--- src/rtl/postfix_eval.sv ---
// postfix_eval: token-driven postfix (RPN) integer evaluator with an operand stack.
// Rev 1.0 -- initial release.
`default_nettype none

module postfix_eval #(
  parameter int DATA_W = 16,
  parameter int DEPTH  = 8
) (
  input  logic              i_clk,
  input  logic              i_rst_n,
  input  logic [7:0]        i_number_in,
  input  logic              i_number_stb,
  output logic              o_number_ack,
  input  logic [7:0]        i_sign_in,
  input  logic              i_sign_stb,
  output logic              o_sign_ack,
  input  logic              i_end_stb,
  output logic              o_end_ack,
  output logic [DATA_W-1:0] o_result,
  output logic [2:0]        o_err_code,
  output logic              o_result_stb,
  input  logic              i_result_ack,
  output logic              o_busy
);

  localparam int PW = $clog2(DEPTH + 1);
  localparam int AW = $clog2(DEPTH);
  localparam logic [PW-1:0] C_FULL = PW'(DEPTH);
  localparam logic [2:0] C_ERR_UNDER = 3'd1;
  localparam logic [2:0] C_ERR_OVER  = 3'd2;
  localparam logic [2:0] C_ERR_DIV0  = 3'd3;
  localparam logic [2:0] C_ERR_OP    = 3'd4;
  localparam logic [2:0] C_ERR_END   = 3'd5;

  typedef enum logic [1:0] {S_GET = 2'd0, S_EXEC = 2'd1, S_DONE = 2'd2} state_t;

  state_t            r_state, w_state_nxt;
  logic [DATA_W-1:0] r_stack [DEPTH];
  logic [PW-1:0]     r_depth;
  logic [DATA_W-1:0] r_result;
  logic [2:0]        r_err;
  logic [7:0]        r_op;
  logic              r_number_ack, r_sign_ack, r_end_ack;

  logic              w_take_num, w_take_sign, w_take_end, w_do_op, w_clear;
  logic              w_set_err;
  logic [2:0]        w_err_val;
  logic              w_push, w_sign_ok, w_ack_busy;
  logic [AW-1:0]     w_a_idx, w_b_idx, w_push_idx;
  logic [DATA_W-1:0] w_a, w_b, w_alu;

  assign w_push_idx = AW'(r_depth);
  assign w_b_idx    = AW'(r_depth - PW'(1));
  assign w_a_idx    = AW'(r_depth - PW'(2));
  assign w_a        = r_stack[w_a_idx];
  assign w_b        = r_stack[w_b_idx];
  assign w_sign_ok  = (i_sign_in == 8'd43) || (i_sign_in == 8'd45) ||
                      (i_sign_in == 8'd42) || (i_sign_in == 8'd47);
  // The ACK cycle blocks acceptance so a still-held strobe is not taken twice.
  assign w_ack_busy = r_number_ack | r_sign_ack | r_end_ack;
  assign w_push     = w_take_num && (r_depth != C_FULL);

  // Divide by -1 is negation, which wraps most-negative onto itself.
  always_comb begin
    w_alu = '0;
    case (r_op)
      8'd43:   w_alu = w_a + w_b;
      8'd45:   w_alu = w_a - w_b;
      8'd42:   w_alu = w_a * w_b;
      default: begin
        if (w_b == '1)      w_alu = '0 - w_a;
        else if (w_b != '0) w_alu = DATA_W'($signed(w_a) / $signed(w_b));
      end
    endcase
  end

  always_ff @(posedge i_clk or negedge i_rst_n) begin
    if (!i_rst_n) r_state <= S_GET;
    else          r_state <= w_state_nxt;
  end

  always_comb begin
    w_state_nxt = r_state;
    w_take_num  = 1'b0;
    w_take_sign = 1'b0;
    w_take_end  = 1'b0;
    w_do_op     = 1'b0;
    w_clear     = 1'b0;
    w_set_err   = 1'b0;
    w_err_val   = '0;
    case (r_state)
      S_GET: begin
        if (!w_ack_busy) begin
          if (i_number_stb) begin
            w_take_num = 1'b1;
            if (r_depth == C_FULL) begin
              w_set_err   = 1'b1;
              w_err_val   = C_ERR_OVER;
              w_state_nxt = S_DONE;
            end
          end else if (i_sign_stb) begin
            w_take_sign = 1'b1;
            if (w_sign_ok) begin
              w_state_nxt = S_EXEC;
            end else begin
              w_set_err   = 1'b1;
              w_err_val   = C_ERR_OP;
              w_state_nxt = S_DONE;
            end
          end else if (i_end_stb) begin
            w_take_end  = 1'b1;
            w_state_nxt = S_DONE;
            if (r_depth != PW'(1)) begin
              w_set_err = 1'b1;
              w_err_val = C_ERR_END;
            end
          end
        end
      end
      S_EXEC: begin
        w_state_nxt = S_GET;
        if (r_depth < PW'(2)) begin
          w_set_err   = 1'b1;
          w_err_val   = C_ERR_UNDER;
          w_state_nxt = S_DONE;
        end else if ((r_op == 8'd47) && (w_b == '0)) begin
          w_set_err   = 1'b1;
          w_err_val   = C_ERR_DIV0;
          w_state_nxt = S_DONE;
        end else begin
          w_do_op = 1'b1;
        end
      end
      S_DONE: begin
        if (i_result_ack) begin
          w_clear     = 1'b1;
          w_state_nxt = S_GET;
        end
      end
      default: w_state_nxt = S_GET;
    endcase
  end

  always_ff @(posedge i_clk or negedge i_rst_n) begin
    if (!i_rst_n) begin
      r_depth      <= '0;
      r_result     <= '0;
      r_err        <= '0;
      r_op         <= '0;
      r_number_ack <= 1'b0;
      r_sign_ack   <= 1'b0;
      r_end_ack    <= 1'b0;
    end else begin
      r_number_ack <= w_take_num;
      r_sign_ack   <= w_take_sign;
      r_end_ack    <= w_take_end;
      if (w_take_sign) r_op <= i_sign_in;
      if (w_clear) begin
        r_depth  <= '0;
        r_result <= '0;
        r_err    <= '0;
      end else begin
        if (w_set_err) begin
          r_err    <= w_err_val;
          r_result <= '0;
        end
        if (w_push)                              r_depth  <= r_depth + PW'(1);
        if (w_do_op)                             r_depth  <= r_depth - PW'(1);
        if (w_take_end && (r_depth == PW'(1)))   r_result <= w_b;
      end
    end
  end

  // Stack storage needs no reset; the depth pointer alone defines validity.
  always_ff @(posedge i_clk) begin
    if (w_push)       r_stack[w_push_idx] <= DATA_W'(i_number_in);
    else if (w_do_op) r_stack[w_a_idx]    <= w_alu;
  end

  assign o_number_ack = r_number_ack;
  assign o_sign_ack   = r_sign_ack;
  assign o_end_ack    = r_end_ack;
  assign o_result     = r_result;
  assign o_err_code   = r_err;
  assign o_result_stb = (r_state == S_DONE);
  assign o_busy       = (r_state != S_GET);

endmodule

`default_nettype wire

--- config.mk ---
export PLATFORM = sky130hd
export DESIGN_NAME = postfix_eval
export DESIGN_NICKNAME = d
export VERILOG_FILES = /design/src/rtl/postfix_eval.sv
export SDC_FILE = /design/constraint.sdc
export NUM_CORES = 1
export LEC_CHECK = 0
export ABC_AREA = 0
export ABC_CLOCK_PERIOD_IN_PS = 48900
export CAP_MARGIN = 10
export CELL_PAD_IN_SITES_DETAIL_PLACEMENT = 1
export CELL_PAD_IN_SITES_GLOBAL_PLACEMENT = 1
export CORE_MARGIN = 4
export CORE_UTILIZATION = 51
export CTS_BUF_LIST = sky130_fd_sc_hd__clkbuf_16
export CTS_CLUSTER_DIAMETER = 40
export CTS_CLUSTER_SIZE = 14
export DETAILED_ROUTE_END_ITERATION = 10
export PLACE_DENSITY_LB_ADDON = 0.15
export SYNTH_ARGS = -nofsm -noshare
export SYNTH_HDL_FRONTEND = slang
export SYNTH_SLANG_ARGS = --single-unit
--- constraint.sdc ---
create_clock -name i_clk -period 48.9 [get_ports i_clk]
set_input_delay 9.78 -clock i_clk [delete_from_list [all_inputs] [get_ports i_clk]]
set_output_delay 9.78 -clock i_clk [all_outputs]
set_load 0.005 [all_outputs]
# After elaboration in Yosys (flattened, before gate mapping)
# Memory sizes are Yosys's and may differ from the RTL's.
# Cells that the tools add are included.
# Widths: inputs -> output; s select.
dict set report word_totals {
  ff_bits 36
  out_inout_bits 24
  memories 1
  rom_bits 0
  mem_bits_rw 128
  latchBits 0
}
dict set report classes {
  bitwise 2
  add_sub_neg 6
  mux 66
  n_lt_le_gt_ge 1
  div_mod_pow 1
  reduce_logical 15
  mul 1
  shifts 0
  n_eq_ne 19
}
# name depth width rd rd_clocked_by_memory_dff wr line
set mem_list {}
lappend mem_list {r_stack 8 16 2 0 1 38} ;# logic [DATA_W-1:0] r_stack [DEPTH];
# operator count
set ops {}
lappend ops {{$mux 16} 6}
lappend ops {{$eq 8x6->1 const B} 8}
lappend ops {{$pmux 16 s3} 1}
lappend ops {{$mux 1} 32}
lappend ops {{$mux 3} 9}
lappend ops {{$mux 2} 12}
lappend ops {{$add 16x16->16} 1}
lappend ops {{$div 16x16->16} 1}
lappend ops {{$eq 16x16->1 const B} 1}
lappend ops {{$logic_not 16->1} 1}
lappend ops {{$mul 16x16->16} 1}
lappend ops {{$reduce_bool 16->1} 1}
lappend ops {{$reduce_or 16->1} 1}
lappend ops {{$sub 1x16->16 const A} 1}
lappend ops {{$sub 16x16->16} 1}
lappend ops {{$mux 4} 3}
lappend ops {{$ne 4x4->1 const B} 2}
lappend ops {{$pmux 2 s3} 1}
lappend ops {{$pmux 3 s2} 1}
lappend ops {{$reduce_bool 3->1} 2}
lappend ops {{$add 4x1->4 const B} 1}
lappend ops {{$eq 4x1->1 const B} 1}
lappend ops {{$eq 4x4->1 const B} 1}
lappend ops {{$lt 4x2->1 const B} 1}
lappend ops {{15 further kinds} 21}

# Depth between registers and ports, before layout
# Gate-level depths: netlist of the first run.
dict set report logic_depth {
  depth_word 12
  ltp_mapped 182
}

# Worst setup path before layout of the first run
# No wires, ideal clock.
dict set report synth_path {
  path_kind {reg-to-reg}
  startpoint {reg r_depth[1]}
  endpoint {mem r_stack[0][15], data pin}
  path_slack_ns 11.777
  arrival_ns 36.766
  t_required_ns 48.543
  n_path_buf 18
  path_stages_with_launch 167
  setup_time_ns 0.357
  period_less_slack_ns 37.123
  cell_sequence {dfrtp_1 -> clkbuf_1 -> inv_1 -> buf_1 -> ha_1 -> buf_2 -> buf_2 -> clkbuf_1 -> mux4_2 -> mux2i_1 -> clkbuf_1 -> ha_1 -> inv_1 -> nor4_4 -> a22oi_2 -> o41a_1 -> a211o_1 -> inv_2 -> [... 131 more ...] -> a21oi_1 -> o31ai_1 -> clkbuf_1 -> clkbuf_1 -> o21ai_0 -> ha_1 -> a21o_1 -> a21o_1 -> a21o_1 -> a21o_1 -> a21oi_1 -> o21a_1 -> o211ai_1 -> or4_4 -> nor3_1 -> mux2i_1 -> a21oi_1 -> a2111oi_0}
}
dict set report synth_between {
  elab_chain_cells 12
}
# element line
set synth_rtl {}
lappend synth_rtl {{start, declared} 39} ;# logic [PW-1:0] r_depth;
lappend synth_rtl {{start signal, assigned} 167} ;# if (w_push) r_depth <= r_depth + PW'(1);
lappend synth_rtl {{start signal, assigned} 168} ;# if (w_do_op) r_depth <= r_depth - PW'(1);
lappend synth_rtl {{parallel branches: the longest is 11 deep, another holds $mem_v2 8x16} -}
lappend synth_rtl {{$mux 16 (no source line) *} -}
lappend synth_rtl {{end, declared} 38}
# Every way passes the cells marked *.

# Worst setup path in the final report of the first run
dict set report layout_path {
  startpoint {reg r_depth[1]}
  endpoint {mem r_stack[3][14], data pin}
}
# Same word-level chain as after synthesis.

==> flow_summary.ini, run 1 <==
[setup_path]
cp-end-kind = flop
critical_r2r_capture = r_stack[3][14]
critical-path-slowest-cell = sky130_fd_sc_hd__a21oi_1
setup.reg_to_reg.worst_slack_ns = 3.42
worst_r2r_path_depth = 166
arrival_ns = 45.62
path_class = reg -> reg
worstSetupStartpointType = flop
crit_path_frequent_cell = sky130_fd_sc_hd__o21a_1
critical-path-max-stage-delay_ns = 0.75
r2r-start = r_depth[1]
worst-path-max-fanout = 69
critPathRequiredTime_ns = 49.03

[cells_and_area]
regArea_sq_um = 4750
layout-drive-gt1-share_pct = 11.4
growth_of_design_area_from_synthesis_to_finish_pct = 8.57
multiInputGateArea_sq_um = 15700
fin_nets = 2718
final.fill_count = 4748
layout.core_utilization_pct = 56.6

[die]
die-width_um = 213
core_region_area_sq_um = 41200
initial_core_util_pct = 52.1
fp.dieH_um = 213
floorplan.rows = 74
io-pin-count = 46
dieArea_sq_um = 45500

[drt]
via_to_cell_ratio = 6.73
detail_route.wirelength_mm = 82.5
dr_total_vias = 19800
count_of_antenna_violating_nets_left_after_detailed_routing = 0
routedWlPerCell_um = 28.0
detail_route.iter0.violations = 1795
firstDrtPassIters = 5
drc = 0

[timing]
final-max-slew-violation-count = 0
clock-skew-final_ns = 0.0145
finalCritPeriodShare_pct = 93.0
max_slew_margin_pct = 14.6
grt_setup_unrepaired = false
min_period_ns = 45.48
setup_violations = 0
finalSetupTns_ns = 0
hold_viol_final = 0
achievable-frequency_mhz = 22.0
worst_slew_pin_slew_ns = 1.25

[clock_network]
htree_num_levels = 4
postCtsSetupRepairBufs = 0
clock_tree.buffer_depth = 2
cts-buffers-inserted = 17
clock-root-buffer = sky130_fd_sc_hd__clkbuf_16
cts_tree = built
cts.reportedPaths.clkPinSlew_ns = 0.08
insertion_delay_of_the_later_clocked_pin_in_the_worst_skew_pair_ns = 0.46
cts.sinks = 164

[logic_synthesis]
yosysWarnings = 0
synth_enable_flop_cells = 128
yosys.area.top_type = sky130_fd_sc_hd__edfxtp_1
synth_largest_type_area_fraction_pct = 17.9
synth_cell_type_count = 95
synth.top_cells.by_area = sky130_fd_sc_hd__edfxtp_1 18%, sky130_fd_sc_hd__ha_1 13%, sky130_fd_sc_hd__fa_1 7.6%
yosysMostFrequentCell = sky130_fd_sc_hd__nor2_1
synth_async_sr_flop_share_pct = 22.0
synth_seq_area_share_pct = 22.1
netlist_instances = 2375
synth_nets = 2693
ys_top_cells_by_count = 261 x sky130_fd_sc_hd__nor2_1, 222 x sky130_fd_sc_hd__nand2_1, 215 x sky130_fd_sc_hd__ha_1, 176 x sky130_fd_sc_hd__inv_1, 128 x sky130_fd_sc_hd__edfxtp_1
synth_cell_area_sq_um = 21500
syn_area_per_cell_sq_um = 9.04
ys_dominant_reg_cell = sky130_fd_sc_hd__edfxtp_1
ys_seq_elements = 164

[placed_design]
dpl.hpwl_mm = 61.9
place_congestion = 1.01
port_buffers = 45

[global_routing]
vias_in_the_first_global_route = 21100
grt_overflow = 0
grt_pass1_wl_mm = 126
pin_count_of_the_biggest_net_entering_global_routing = 70
antenna_found_initial = 1
grt.total_usage_pct = 36.5

[job]
drv_cap = 0

[worst_hold_path]
holdCritPathClass = reg -> reg
timing.hold.worst_endpoint = r_op[6]
hold_path.startpoint = r_op[6]
worst_hold_path.num_cells = 1

[outcome]
status = finished, final reports clean
==> worst max-delay path: cells and delay by family, from the launching register on <==
kind | cells | cell delay [ns]
multiplexers | 8 | 2.95
AND/OR/NAND/NOR | 42 | 11.75
adder cells (fa/ha/maj) | 18 | 5.87
flip-flops | 1 | 0.35
AO/OA/AOI/OAI | 84 | 19.39
buffers and inverters | 12 | 3.87
XOR/XNOR | 2 | 0.81
==> worst max path at each step <==
stage / cells after the start / slack, ns / startpoint / to
3_3_place_gp: 165 / 6.63 / r_depth[1] / r_stack[2][14]
5_1_grt: 166 / 0.18 / r_depth[1] / r_stack[3][14]
3_5_place_dp: 163 / 4.02 / r_depth[1] / r_stack[5][2]
2_1_floorplan: 166 / 11.78 / r_depth[1] / r_stack[0][15]
6_report: 166 / 3.42 / r_depth[1] / r_stack[3][14]
4_1_cts: 165 / 3.59 / r_depth[1] / r_stack[2][12]
==> sequential cells by signal, summed over array words and instances (netlist names), 2 cells and up <==
signal	count
o_err_code	3
o_result	16
r_op	8
r_stack	128
r_state	2
r_depth	4
==> cell type report <==
class                           count  area share [%]
Inverter                          186            3.01
Clock buffer                       17            1.82
Clock inverter                     15           0.918
Multi-Input combinational cell   1930            67.3
Tap cell                          532            2.86
Sequential cell                   164            20.4
Antenna cell                        1          0.0107
Timing Repair Buffer              101            3.71
==> cell families after synthesis <==
family / synth area share [%]
xor+xnor: 7.02
buf+inv: 5.44
flops: 22.1
simple gates: 17.3
compound gates: 16.6
mux: 11.5
fa+ha+maj: 20.1
==> layer usage <==
metal / global-route usage, % / vias to the layer above / share of wire (%)
li1: - / 8694 / -
met1: 44.5 / 9869 / 39
met2: 61.7 / 944 / 47
met3: 7.18 / 320 / 7.8
met4: 18.8 / 2 / 6.3
met5: 0 / - / 0.017
==> placed cells by master, fill, tap and decap left out, drive strengths merged, types with 28 or more instances in the layout <==
cell type	Yosys	layout
xnor2	125	125
clkdlybuf4s50	0	44
a21oi	109	109
nand3	35	35
nand2	222	222
mux2	34	34
mux2i	46	46
o21a	48	48
o21ai	96	96
nor2	261	261
edfxtp	128	128
nor3	93	93
inv	183	190
mux4	71	71
dfrtp	36	36
fa	81	81
xor2	47	47
o22ai	33	33
ha	215	215
buf	37	57
a21o	40	40
a31oi	28	28
==> stage by stage <==
| step | hold WS (ns) | setup slack [ns] | instances | area [sq um] |
|---|---|---|---|---|
| 3_5_place_dp | 0.497 | 4.02 | 2913 | 22700 |
| 2_1_floorplan | 0.473 | 11.78 | 2375 | 21500 |
| 6_report | 0.518 | 3.42 | 2946 | 23300 |
| 4_1_cts | 0.524 | 3.59 | 2945 | 23300 |
| 5_1_grt | 0.542 | 0.184 | 2945 | 23300 |
| 3_3_place_gp | 0.483 | 6.63 | 2913 | 22700 |
==> repair_timing <==
item / 4_1_cts / 5_1_grt
hold buffers: 0 / 0
setup endpoints to repair: 0 / 70
gates resized for setup: 0 / 3
Power of run 1 is not shown: default switching activity piles up to over one toggle a cycle in this logic, so the estimate is an artifact.
==> run 2, diff against run 1 <==
--- a/config.mk
+++ b/config.mk
@@ -17,6 +17,7 @@
 export CTS_CLUSTER_SIZE = 14
 export DETAILED_ROUTE_END_ITERATION = 10
 export PLACE_DENSITY_LB_ADDON = 0.15
+export SLEW_MARGIN = 40
 export SYNTH_ARGS = -nofsm -noshare
 export SYNTH_HDL_FRONTEND = slang
 export SYNTH_SLANG_ARGS = --single-unit
==> run 2 against run 1 <==
Compared with the run above:
- sequential cell count unchanged
- worst hold slack got worse by 0.0030 ns
- register-to-register slack improved by 0.81 ns
- setup slack improved by 0.81 ns
- clock skew decreased by 0.0016 ns
- critical path depth decreased by 1
- sequential share of layout area about the same
- highest routed layer unchanged
- via count increased by 0.23%
- largest cell class unchanged
- global-route usage decreased by 0.14 points
==> flow_summary.ini, run 2 (synthesis gave the netlist of run 1 again) <==
[timing]
grt_setup_unrepaired = false
setup_violations = 0
max_slew_margin_pct = 44.0
final-max-slew-violation-count = 0
worst_slew_pin_slew_ns = 0.823
finalSetupTns_ns = 0
achievable-frequency_mhz = 22.4
hold_viol_final = 0
finalCritPeriodShare_pct = 91.3
min_period_ns = 44.67
clock-skew-final_ns = 0.0129

[setup_path]
path_class = reg -> reg
r2r-start = r_depth[1]
critPathRequiredTime_ns = 49.03
critical-path-slowest-cell = sky130_fd_sc_hd__clkinv_1
worst_r2r_path_depth = 165
critical-path-max-stage-delay_ns = 0.82
critical_r2r_capture = r_stack[1][10]
setup.reg_to_reg.worst_slack_ns = 4.23
worstSetupStartpointType = flop
arrival_ns = 44.80
worst-path-max-fanout = 69
crit_path_frequent_cell = sky130_fd_sc_hd__o21a_1
cp-end-kind = flop

[clock_network]
htree_num_levels = 4
cts.sinks = 164
cts_tree = built
cts.reportedPaths.clkPinSlew_ns = 0.06
cts-buffers-inserted = 17
cts_resized = 0
ctsHoldBuffers = 0
postCtsSetupRepairBufs = 0
clock-root-buffer = sky130_fd_sc_hd__clkbuf_16
clock_tree.buffer_depth = 2
insertion_delay_of_the_later_clocked_pin_in_the_worst_skew_pair_ns = 0.45

[die]
die-width_um = 213
core_region_area_sq_um = 41200
fp.dieH_um = 213
dieArea_sq_um = 45500
initial_core_util_pct = 52.1
floorplan.rows = 74
io-pin-count = 46

[placed_design]
dpl.hpwl_mm = 61.6
place_congestion = 1.01
port_buffers = 45
postPlaceCellArea_sq_um = 22700

[cells_and_area]
layout.cells.most_common_list = 259 x sky130_fd_sc_hd__nor2_1, 220 x sky130_fd_sc_hd__nand2_1, 214 x sky130_fd_sc_hd__ha_1
fin_nets = 2719
post_route_design_area_sq_um = 23300
final.fill_count = 4724
layout-drive-gt1-share_pct = 11.9
growth_of_design_area_from_synthesis_to_finish_pct = 8.52
layout.cells.most_common = sky130_fd_sc_hd__nor2_1
largest_register_ffs = 128
register_bank_with_the_most_flops = r_stack

[outcome]
status = finished, final reports clean

[drt]
routedWlPerCell_um = 27.9
firstDrtPassIters = 8
via_to_cell_ratio = 6.74
detail_route.iter0.violations = 1801
count_of_antenna_violating_nets_left_after_detailed_routing = 0
drc = 0
dr_total_vias = 19900
detail_route.wirelength_mm = 82.4

[worst_hold_path]
hold_path.startpoint = r_op[4]
holdCritPathClass = reg -> reg
timing.hold.worst_endpoint = r_op[4]
worst_hold_path.num_cells = 1

[global_routing]
grt.total_usage_pct = 36.4
grt_pass1_wl_mm = 126
antenna_found_initial = 1
pin_count_of_the_biggest_net_entering_global_routing = 70
grt_overflow = 0
vias_in_the_first_global_route = 20800

[job]
drv_cap = 0
## run 2: cell count changes in the layout (fill, tap and decap cells not counted), moves of 3 or more
cell and change:
sky130_fd_sc_hd__bufinv_16 -3, sky130_fd_sc_hd__mux2i_1 -3, sky130_fd_sc_hd__mux2i_2 +3, sky130_fd_sc_hd__o21ai_0 -5, sky130_fd_sc_hd__o21ai_1 +4
## run 2: metal layers
metal | wire (um) | vias to the layer above | global-route usage (%) | share of wire, %
li1 | - | 8675 | - | -
met1 | 31900 | 9906 | 44.7 | 39
met2 | 39100 | 959 | 61.4 | 47
met3 | 6220 | 333 | 6.96 | 7.6
met4 | 5120 | 2 | 18.2 | 6.2
met5 | 57 | - | 0 | 0.069
## run 2: worst max-delay path by stage
stage | startpoint | end | slack (ns) | cells past startpoint
6_report | r_depth[1] | r_stack[1][10] | 4.23 | 165
5_1_grt | r_depth[1] | r_stack[7][6] | 1.16 | 166
4_1_cts | r_depth[1] | r_stack[4][14] | 4.11 | 165
3_5_place_dp | r_depth[1] | r_stack[2][14] | 4.39 | 163
3_3_place_gp | r_depth[1] | r_stack[2][14] | 6.63 | 165
2_1_floorplan | r_depth[1] | r_stack[0][15] | 11.78 | 166
## run 2: area by class of cell
cell class,instances,area [sq um],share of cell area [%]
multi-input combinational,1930,15700,67.6
sequential,164,4750,20.4
timing repair buffer,102,892,3.83
inverter,186,698,3.00
tap,532,666,2.86
clock buffer,17,425,1.83
clock inverter,15,124,0.532
antenna,1,2.50,0.0107
## run 2: worst max-delay path, delay by kind of cell (launching register included)
kind,cells,cell delay (ns)
AO/OA/AOI/OAI,84,18.53
AND/OR/NAND/NOR,41,11.75
adder cells (fa/ha/maj),18,5.93
buffers and inverters,11,3.71
multiplexers,8,3.06
XOR/XNOR,3,0.94
flip-flops,1,0.34
## run 2: per-stage QoR
| step | util, % | setup WS [ns] | cells | hold slack (ns) |
|---|---|---|---|---|
| finish | 56.6 | 4.23 | 2947 | 0.516 |
| global route | 56.6 | 1.16 | 2946 | 0.557 |
| CTS | 56.4 | 4.11 | 2945 | 0.521 |
| detailed placement | 55.1 | 4.39 | 2913 | 0.497 |
| global placement | 55.0 | 6.63 | 2913 | 0.483 |
| floorplan | - | 11.78 | 2375 | 0.473 |
Power of run 2 is left out for the same reason.
